### src/rtl/synth_osc_pkg.sv
// rtl/synth_osc_pkg.sv - shared widths, tuning-word type and pending-slot encoding for the NCO
package synth_osc_pkg;

    localparam int ACC_WIDTH_DEF   = 24;
    localparam int PHASE_WIDTH_DEF = 8;

    typedef logic [ACC_WIDTH_DEF-1:0] tuning_word_t;

    typedef enum logic {
        PEND_EMPTY = 1'b0,
        PEND_FULL  = 1'b1
    } pend_state_t;

endpackage

### src/rtl/tuning_word_buffer.sv
// rtl/tuning_word_buffer.sv - one-deep pending tuning-word slot with handshake and apply decision
module tuning_word_buffer
    import synth_osc_pkg::*;
#(
    parameter int ACC_WIDTH      = ACC_WIDTH_DEF,
    parameter int UPDATE_AT_WRAP = 1
) (
    input  logic                 i_clk,
    input  logic                 i_rst_n,
    input  logic [ACC_WIDTH-1:0] i_tw_data,
    input  logic                 i_tw_valid,
    output logic                 o_tw_ready,
    input  logic                 i_tick,
    input  logic                 i_enable,
    input  logic                 i_sync,
    input  logic                 i_carry,
    input  logic                 i_active_zero,
    output logic                 o_apply,
    output logic [ACC_WIDTH-1:0] o_tw_pending
);

    pend_state_t          r_state;
    pend_state_t          w_state_next;
    logic [ACC_WIDTH-1:0] r_tw_pending;
    logic                 w_apply_cond;
    logic                 w_load;
    logic                 w_apply;

    // At-wrap mode also releases the word whenever a wrap can never arrive (idle, zero step, sync).
    generate
        if (UPDATE_AT_WRAP != 0) begin : g_at_wrap
            assign w_apply_cond = (i_tick && i_carry) || !i_enable || i_active_zero || i_sync;
        end else begin : g_at_tick
            assign w_apply_cond = i_tick || i_sync;
        end
    endgenerate

    always_ff @(posedge i_clk or negedge i_rst_n) begin
        if (!i_rst_n) begin
            r_state <= PEND_EMPTY;
        end else begin
            r_state <= w_state_next;
        end
    end

    always_comb begin
        w_state_next = r_state;
        w_load       = 1'b0;
        w_apply      = 1'b0;
        case (r_state)
            PEND_EMPTY: begin
                if (i_tw_valid) begin
                    w_load       = 1'b1;
                    w_state_next = PEND_FULL;
                end
            end
            PEND_FULL: begin
                if (w_apply_cond) begin
                    w_apply      = 1'b1;
                    w_state_next = PEND_EMPTY;
                end
            end
            default: w_state_next = PEND_EMPTY;
        endcase
    end

    always_ff @(posedge i_clk or negedge i_rst_n) begin
        if (!i_rst_n) begin
            r_tw_pending <= '0;
        end else if (w_load) begin
            r_tw_pending <= i_tw_data;
        end
    end

    assign o_tw_ready   = (r_state == PEND_EMPTY);
    assign o_apply      = w_apply;
    assign o_tw_pending = r_tw_pending;

endmodule

### src/rtl/phase_accumulator_nco.sv
// rtl/phase_accumulator_nco.sv - NCO phase accumulator: tick-driven add, hard sync, registered phase/wrap
module phase_accumulator_nco
    import synth_osc_pkg::*;
#(
    parameter int ACC_WIDTH      = ACC_WIDTH_DEF,
    parameter int PHASE_WIDTH    = PHASE_WIDTH_DEF,
    parameter int UPDATE_AT_WRAP = 1
) (
    input  logic                   i_clk,
    input  logic                   i_rst_n,
    input  logic                   i_sample_tick,
    input  logic                   i_enable,
    input  logic                   i_sync,
    input  logic [ACC_WIDTH-1:0]   i_tw_data,
    input  logic                   i_tw_valid,
    output logic                   o_tw_ready,
    output logic [PHASE_WIDTH-1:0] o_phase,
    output logic                   o_phase_valid,
    output logic                   o_wrap
);

    logic [ACC_WIDTH-1:0]   r_acc;
    logic [ACC_WIDTH-1:0]   r_tw_active;
    logic [PHASE_WIDTH-1:0] r_phase;
    logic                   r_phase_valid;
    logic                   r_wrap;

    logic                   w_tick;
    logic                   w_sync_tick;
    logic [ACC_WIDTH-1:0]   w_inc;
    logic [ACC_WIDTH:0]     w_sum;
    logic                   w_carry;
    logic                   w_apply;
    logic [ACC_WIDTH-1:0]   w_tw_pending;

    assign w_tick      = i_sample_tick && i_enable && !i_sync;
    assign w_sync_tick = i_sample_tick && i_enable;

    // At-tick mode adds the freshly applied word on the same tick; at-wrap mode always adds the old one.
    generate
        if (UPDATE_AT_WRAP != 0) begin : g_inc_active
            assign w_inc = r_tw_active;
        end else begin : g_inc_pending
            assign w_inc = w_apply ? w_tw_pending : r_tw_active;
        end
    endgenerate

    assign w_sum   = {1'b0, r_acc} + {1'b0, w_inc};
    assign w_carry = w_sum[ACC_WIDTH];

    tuning_word_buffer #(
        .ACC_WIDTH      (ACC_WIDTH),
        .UPDATE_AT_WRAP (UPDATE_AT_WRAP)
    ) u_tw_buf (
        .i_clk         (i_clk),
        .i_rst_n       (i_rst_n),
        .i_tw_data     (i_tw_data),
        .i_tw_valid    (i_tw_valid),
        .o_tw_ready    (o_tw_ready),
        .i_tick        (w_tick),
        .i_enable      (i_enable),
        .i_sync        (i_sync),
        .i_carry       (w_carry),
        .i_active_zero (r_tw_active == '0),
        .o_apply       (w_apply),
        .o_tw_pending  (w_tw_pending)
    );

    always_ff @(posedge i_clk or negedge i_rst_n) begin
        if (!i_rst_n) begin
            r_tw_active <= '0;
        end else if (w_apply) begin
            r_tw_active <= w_tw_pending;
        end
    end

    // Sync outranks a tick; a tick coinciding with sync is reported as a fresh waveform cycle.
    always_ff @(posedge i_clk or negedge i_rst_n) begin
        if (!i_rst_n) begin
            r_acc         <= '0;
            r_phase       <= '0;
            r_phase_valid <= 1'b0;
            r_wrap        <= 1'b0;
        end else if (i_sync) begin
            r_acc         <= '0;
            r_phase       <= '0;
            r_phase_valid <= w_sync_tick;
            r_wrap        <= w_sync_tick;
        end else if (w_tick) begin
            r_acc         <= w_sum[ACC_WIDTH-1:0];
            r_phase       <= w_sum[ACC_WIDTH-1 -: PHASE_WIDTH];
            r_phase_valid <= 1'b1;
            r_wrap        <= w_carry;
        end else begin
            r_phase_valid <= 1'b0;
            r_wrap        <= 1'b0;
        end
    end

    assign o_phase       = r_phase;
    assign o_phase_valid = r_phase_valid;
    assign o_wrap        = r_wrap;

endmodule

### config.mk
export PLATFORM = sky130hd
export DESIGN_NAME = phase_accumulator_nco
export DESIGN_NICKNAME = d
export VERILOG_FILES = /design/src/rtl/synth_osc_pkg.sv /design/src/rtl/tuning_word_buffer.sv /design/src/rtl/phase_accumulator_nco.sv
export SDC_FILE = /design/constraint.sdc
export NUM_CORES = 1
export LEC_CHECK = 0
export ABC_AREA = 1
export CAP_MARGIN = 20
export CORE_ASPECT_RATIO = 1.75
export CORE_UTILIZATION = 30
export DETAILED_ROUTE_END_ITERATION = 6
export MAX_ROUTING_LAYER = met4
export REMOVE_ABC_BUFFERS = 1
export SYNTH_ARGS = -nofsm -noshare
export SYNTH_HDL_FRONTEND = slang
export SYNTH_SLANG_ARGS = --single-unit
### constraint.sdc
create_clock -name i_clk -period 2.7 [get_ports i_clk]
set_input_delay 0.27 -clock i_clk [delete_from_list [all_inputs] [get_ports i_clk]]
set_output_delay 0.27 -clock i_clk [all_outputs]
set_load 0.005 [all_outputs]
; ---- Word-level counts from Yosys, hierarchy flattened
; Cells that the tools add are included.
[word_totals]
wordCells = 33
out_inout_bits = 11
input_bits = 30
reg_bits = 83
[classes]
bitwise = 1
add_sub_neg = 1
n_reduce_logical = 10
muxes = 14
[op_table]
columns = op, n
row1 = 24-bit 2-to-1 mux, 2
row2 = 24-bit by 24-bit adder with 25-bit output, 1
row3 = 24-bit logical NOT, 1
row4 = 8-bit 2-to-1 mux, 2
row5 = 1-bit 2-to-1 mux, 9
row6 = 1-bit logical AND, 3
row7 = 1-bit logical OR, 3
row8 = 1-bit logical NOT, 2
row9 = 1-bit case mux with 2 select lines, 1
row10 = 2-bit nonzero test, 1
row11 = 1-bit inverter, 1

; ---- Longest topological paths before layout
[logic_depth]
ltp_word = 8
ltp_mapped = 16
ltp_nobuf = 15

; ---- Hierarchy
; From an unflattened synthesis, not the netlist that was laid out.
[unflattened]
cells_unflattened = 665
area_unflattened_um2 = 4817.1
[by_module_without_submodules]
columns = mod, area_each_um2, cells_each, instances, seq_area_each_um2
row1 = phase_accumulator_nco, 3722.3, 549, 1, 1251.2
row2 = tuning_word_buffer, 1094.8, 116, 1, 625.6

; ---- Worst setup path before layout
; Ideal clock, no wire load.
[synth_path]
path_type = register to register
startpoint = register r_tw_active[0]
endpoint = register r_tw_active[15]
stages_incl_launch_ff = 17
slack_ns = 0.705
arrival_ns = 1.880
t_required_ns = 2.584
n_path_buf = 1
cell_sequence = dfrtp_1 ha_1 inv_1 fa_1 inv_1 nand2_1 nand2_2 nand3_4 nand2_4 nand2_2 nand3_2 nand2_4 nand2_8 nand2_8 buf_12 nand2_2 nand2_2
[synth_via]
elab_chain_len = 7
[synth_rtl]
columns = item, line_no
row1 = "start, declared", phase_accumulator_nco.sv:23  ; logic [ACC_WIDTH-1:0] r_tw_active;
row2 = "start signal, assigned", phase_accumulator_nco.sv:73  ; r_tw_active <= w_tw_pending;
row3 = 24-bit by 24-bit adder with 25-bit output, phase_accumulator_nco.sv:48  ; assign w_sum = {1'b0, r_acc} + {1'b0, w_inc};
row4 = 1-bit logical AND, tuning_word_buffer.sv:32  ; assign w_apply_cond = (i_tick && i_carry) || !i_enable || i_active_zero || i_sync;
row5 = 1-bit logical OR, tuning_word_buffer.sv:32
row6 = 1-bit logical OR * (2 in series), tuning_word_buffer.sv:32
row7 = 1-bit 2-to-1 mux *, tuning_word_buffer.sv:58  ; if (w_apply_cond) begin
row8 = 1-bit 2-to-1 mux *, tuning_word_buffer.sv:50  ; case (r_state)
; Mark *: on every way between the ends. The rest lies on a longest branch, timed or not.
; A chain may end at the register's enable or synchronous reset.

; ---- Final worst setup path
[layout_path]
startpoint = register r_tw_active[0]
endpoint = register r_tw_active[1]
; The elaborated chain is that of the path after synthesis.

==> results.txt <==
The final number of hold-violating endpoints is 0. The worst hold margin is around 0.5 ns. After synthesis, the largest family of logic cells by area is simple AND/OR/NAND/NOR gates.

The highest fanout seen on the critical path is 26. The die covers approximately 16000 µm². The final RePlAce weighted congestion is approximately 1. The clock insertion delay at the later pin of the skew report is 0.34 ns.

The fraction of final layout cells sized beyond drive strength 1 is a little under a fifth. The max-slew violation count came out at 0. The final total negative setup slack came out at 0 ns. Timing would allow up to 434 MHz. For this design, the sink count on the clock tree is 75. The total half-perimeter wirelength after legalization and detailed placement came out at about 9000 µm. The initial DRC count came out at approximately 280. The number of clock buffers added by TritonCTS is 9. On the worst path, the slowest cell contributes a delay of 0.37 ns. The global-route congestion overflow total is 0. After global routing, the most crowded layer is met2. After clock tree synthesis, the setup repair step added 0 buffers. For this design the ratio of total power to cell area is around 730 nW/µm². The count of nets left with antenna violations after detail routing came out at 0.

Setup violations remaining at the end of the flow were counted as 0. The CTS tree is built. The maximum buffer depth of the clock tree came out at 2. The H-tree level count is 3. The via count of the first global-routing pass came out at between 4k and 5k. The peak supply drop is approximately 0.32 mV.

The slew at the pin with the worst max-slew slack is 0.639 ns. The global routing met2 resource utilization came out at roughly 28%. Counting every instance in the synthesized netlist gives 584.

The flow ran to the end, and the final reports show no timing, DRC or antenna violations. Setup repair after global routing left no endpoint under its margin. The static leakage came out at 2.72 nW. The number of rows in the core area came out at 60. The met1 usage in global routing came out at 15.6%. In this design, the critical path's most frequently occurring cell is sky130_fd_sc_hd__nand2_1. After Yosys synthesis, full adders, half adders and majority gates account for 6.75% of the synthesized area. Detailed routing inserted a total of between 3k and 4k vias. The final critical-path required period is around 2.3 ns. Grouping stages by cell kind, the critical path spends the most delay in simple AND/OR/NAND/NOR gates. The wire length of the first global-routing pass is about 20000 µm. The area of placed instances came out at 5270 µm². The number of gates given a new drive strength after cts came out at 0. Compared with the post-synthesis result, the final layout area differs by 18.4%. Data on the critical path is required at its endpoint by 2.92 ns. Port buffering added 40 buffers.

The xor/xnor share of the synthesized area came out at less than 1%. The ratio of routed vias to standard cells came out at slightly below 5. The fill cell instance count of the final layout is about 1.6k. After detailed routing, the number of remaining DRC violations is 0.

The mapped cell area came out at between 4000 and 5000 µm². The routed wire length is ~12000 µm. The final-stage net count is 678. Among all stages on the critical path, the largest delay is contributed by sky130_fd_sc_hd__dfrtp_1. The number of diodes added for antenna fixing came out at 0. The initial antenna violation count was 0.

The initial core utilization came out at between 30% and 40%. The reported max-cap violation count is 0. For this design the top-level I/O count stands at slightly above 40. The critical path arrival is 2.53 ns.

The register bit total from synthesis came out at between 70 and 80. The sequential-to-total area share from yosys stat came out at between 30% and 40%. Entering global routing, the biggest net connects 50 pins. The tightest slew margin relative to the limit came out at 57.4%. The floorplan core area came out at around 15000 µm². The per-cell routed wire length is approximately 14 µm.

The chip width is approximately 97 µm. The fraction of synthesized area in multiplexers is under 10%. The cell chosen for the clock root is sky130_fd_sc_hd__clkbuf_16. The final worst clock skew came out at approximately 0.008 ns. Clock-pin slew was measured on the worst setup and hold paths at roughly 0.060 ns.

Cells fill a little over a third of the core in the end. The worst setup path is launched from a register. The count of yosys warnings during synthesis is 0.

Among all flip-flop cells after synthesis, the most frequent one is sky130_fd_sc_hd__dfrtp_1. Walking the worst path, the cells encountered are ha_1, inv_1, fa_1, inv_1, nand2_1, nand2_2, nand3_4, nand2_4, nand2_2, nand3_2, nand2_4, nand2_8, nand2_8, nand2_1, nand2_1. The buffering stage count on the worst path with inverters included came out at 2. In this run the mean area of a mapped cell was around 8 µm². The length of the first detailed-routing pass in iterations is 5. The worst hold path belongs to the class in2async. The critical setup path kind is reg2reg. The final critical path takes up 85.4% of the cycle.

The global-route usage over all layers came out at between 10% and 20%. The met3 usage is about 2.3%. The fraction of synthesis flops using an asynchronous set or reset pin came out at between 90% and 100%. The summed area of non-filler cells in the final layout is between 5000 and 6000 µm². Counting flops with a built-in enable in the synthesized netlist gives 0. The overall power is 4.12 mW. The fraction of the mapped netlist area in simple logic gates is between 30 and 40%. In this run, distinct cell masters in the synthesized netlist total 39.

The worst setup path is captured at a register. From bottom edge to top edge, the die measures 168 µm. The synthesized netlist devotes about 8.5% of its cell area to compound gates.
-- layout make-up --
class / instances / area (µm²) / area share (%)
multi-input combinational: 441 / 2520 / 44.9
sequential: 75 / 1880 / 33.4
timing repair buffer: 48 / 460 / 8.20
tap: 186 / 233 / 4.14
clock buffer: 9 / 225 / 4.01
inverter: 48 / 181 / 3.23
clock inverter: 7 / 116 / 2.07
-- registers in the layout (all words and copies together) (netlist names) --
signal                 cells
r_acc                     24
r_tw_active               24
u_tw_buf.o_tw_pending     24
o_phase_valid              1
o_wrap                     1
u_tw_buf.r_state           1
-- path summary, 6_finish.rpt --
path / from / end / slack [ns] / depth (start not counted)
setup / recovery: r_tw_active[0] / r_tw_active[1] / 0.40 / 15
hold / removal: i_rst_n / r_acc[0] / 0.49 / 2
setup reg to reg: r_tw_active[0] / r_tw_active[1] / 0.40 / 15
hold reg to reg: r_acc[8] / r_acc[8] / 0.49 / 2
max in group asynchronous: i_rst_n / u_tw_buf.o_tw_pending[15] / 1.54 / 3
min in group i_clk: r_acc[8] / r_acc[8] / 0.49 / 2
-- cells by family (layout without fill, tap and decap cells) --
group | Yosys count | after routing
simple gates | 319 | 319
flops | 75 | 75
compound gates | 72 | 72
buf+inv | 68 | 112
fa+ha+maj | 25 | 25
mux | 24 | 24
xor+xnor | 1 | 1
-- synthesized netlist by cell type (2+ instances only) --
cell type | number | share of area (%)
sky130_fd_sc_hd__buf_2 | 3 | 0.32
sky130_fd_sc_hd__nand2_4 | 2 | 0.47
sky130_fd_sc_hd__a21oi_1 | 31 | 3.3
sky130_fd_sc_hd__nand2_8 | 2 | 0.84
sky130_fd_sc_hd__clkbuf_1 | 4 | 0.32
sky130_fd_sc_hd__a22o_1 | 2 | 0.37
sky130_fd_sc_hd__nand2_1 | 152 | 12
sky130_fd_sc_hd__o21ai_0 | 27 | 2.8
sky130_fd_sc_hd__nand4_1 | 11 | 1.5
sky130_fd_sc_hd__dfrtp_1 | 75 | 40
sky130_fd_sc_hd__ha_1 | 24 | 6.3
sky130_fd_sc_hd__buf_6 | 2 | 0.47
sky130_fd_sc_hd__and2_1 | 2 | 0.26
sky130_fd_sc_hd__nor2_2 | 4 | 0.53
sky130_fd_sc_hd__buf_12 | 2 | 0.84
sky130_fd_sc_hd__nor2_1 | 44 | 3.5
sky130_fd_sc_hd__o21ai_1 | 2 | 0.21
sky130_fd_sc_hd__nand2_2 | 49 | 6.5
sky130_fd_sc_hd__nand3b_1 | 2 | 0.32
sky130_fd_sc_hd__nor2_4 | 3 | 0.71
sky130_fd_sc_hd__o21bai_1 | 5 | 0.79
sky130_fd_sc_hd__mux2_2 | 24 | 5.7
sky130_fd_sc_hd__buf_4 | 9 | 1.4
sky130_fd_sc_hd__nand3_1 | 43 | 4.5
sky130_fd_sc_hd__inv_1 | 46 | 3.6
-- cells in the final DEF, fill, tap and decap left out, types with 8 or more instances in the layout --
| master | count |
|---|---|
| sky130_fd_sc_hd__buf_4 | 8 |
| sky130_fd_sc_hd__nand2_2 | 49 |
| sky130_fd_sc_hd__nand3_1 | 43 |
| sky130_fd_sc_hd__o21ai_0 | 27 |
| sky130_fd_sc_hd__inv_1 | 46 |
| sky130_fd_sc_hd__nand2_1 | 152 |
| sky130_fd_sc_hd__a21oi_1 | 31 |
| sky130_fd_sc_hd__mux2_2 | 24 |
| sky130_fd_sc_hd__clkdlybuf4s50_1 | 39 |
| sky130_fd_sc_hd__nand4_1 | 11 |
| sky130_fd_sc_hd__ha_1 | 24 |
| sky130_fd_sc_hd__clkbuf_16 | 9 |
| sky130_fd_sc_hd__dfrtp_1 | 75 |
| sky130_fd_sc_hd__nor2_1 | 44 |
-- repair_timing --
item / in CTS / in global routing
setup endpoints to repair: 0 / 0
endpoints found under the hold margin: 47 / 0
hold buffers: 1 / 0
-- report_power, final --
| group | internal (mW) | switching, mW | leakage (nW) | total, mW |
|---|---|---|---|---|
| Sequential | 1.34 | 0.176 | 0.943 | 1.51 |
| Combinational | 0.488 | 0.730 | 1.61 | 1.22 |
| Clock | 0.901 | 0.488 | 0.165 | 1.39 |
| Total | 2.73 | 1.39 | 2.72 | 4.12 |
-- through the flow --
step / worst slack [ns] / std cells
3_3_place_gp: 0.421 / 797
6_report: 0.395 / 814
3_5_place_dp: 0.395 / 797
2_1_floorplan: 0.647 / 564
5_1_grt: 0.174 / 814
4_1_cts: 0.383 / 814
-- routing by layer --
layer,vias up,part of all wire [%]
met4,0,6.3
met1,1816,37
li1,1990,-
met2,77,55
met5,-,0
met3,36,2.3
Note: power is estimated with default switching activity, not from simulation.
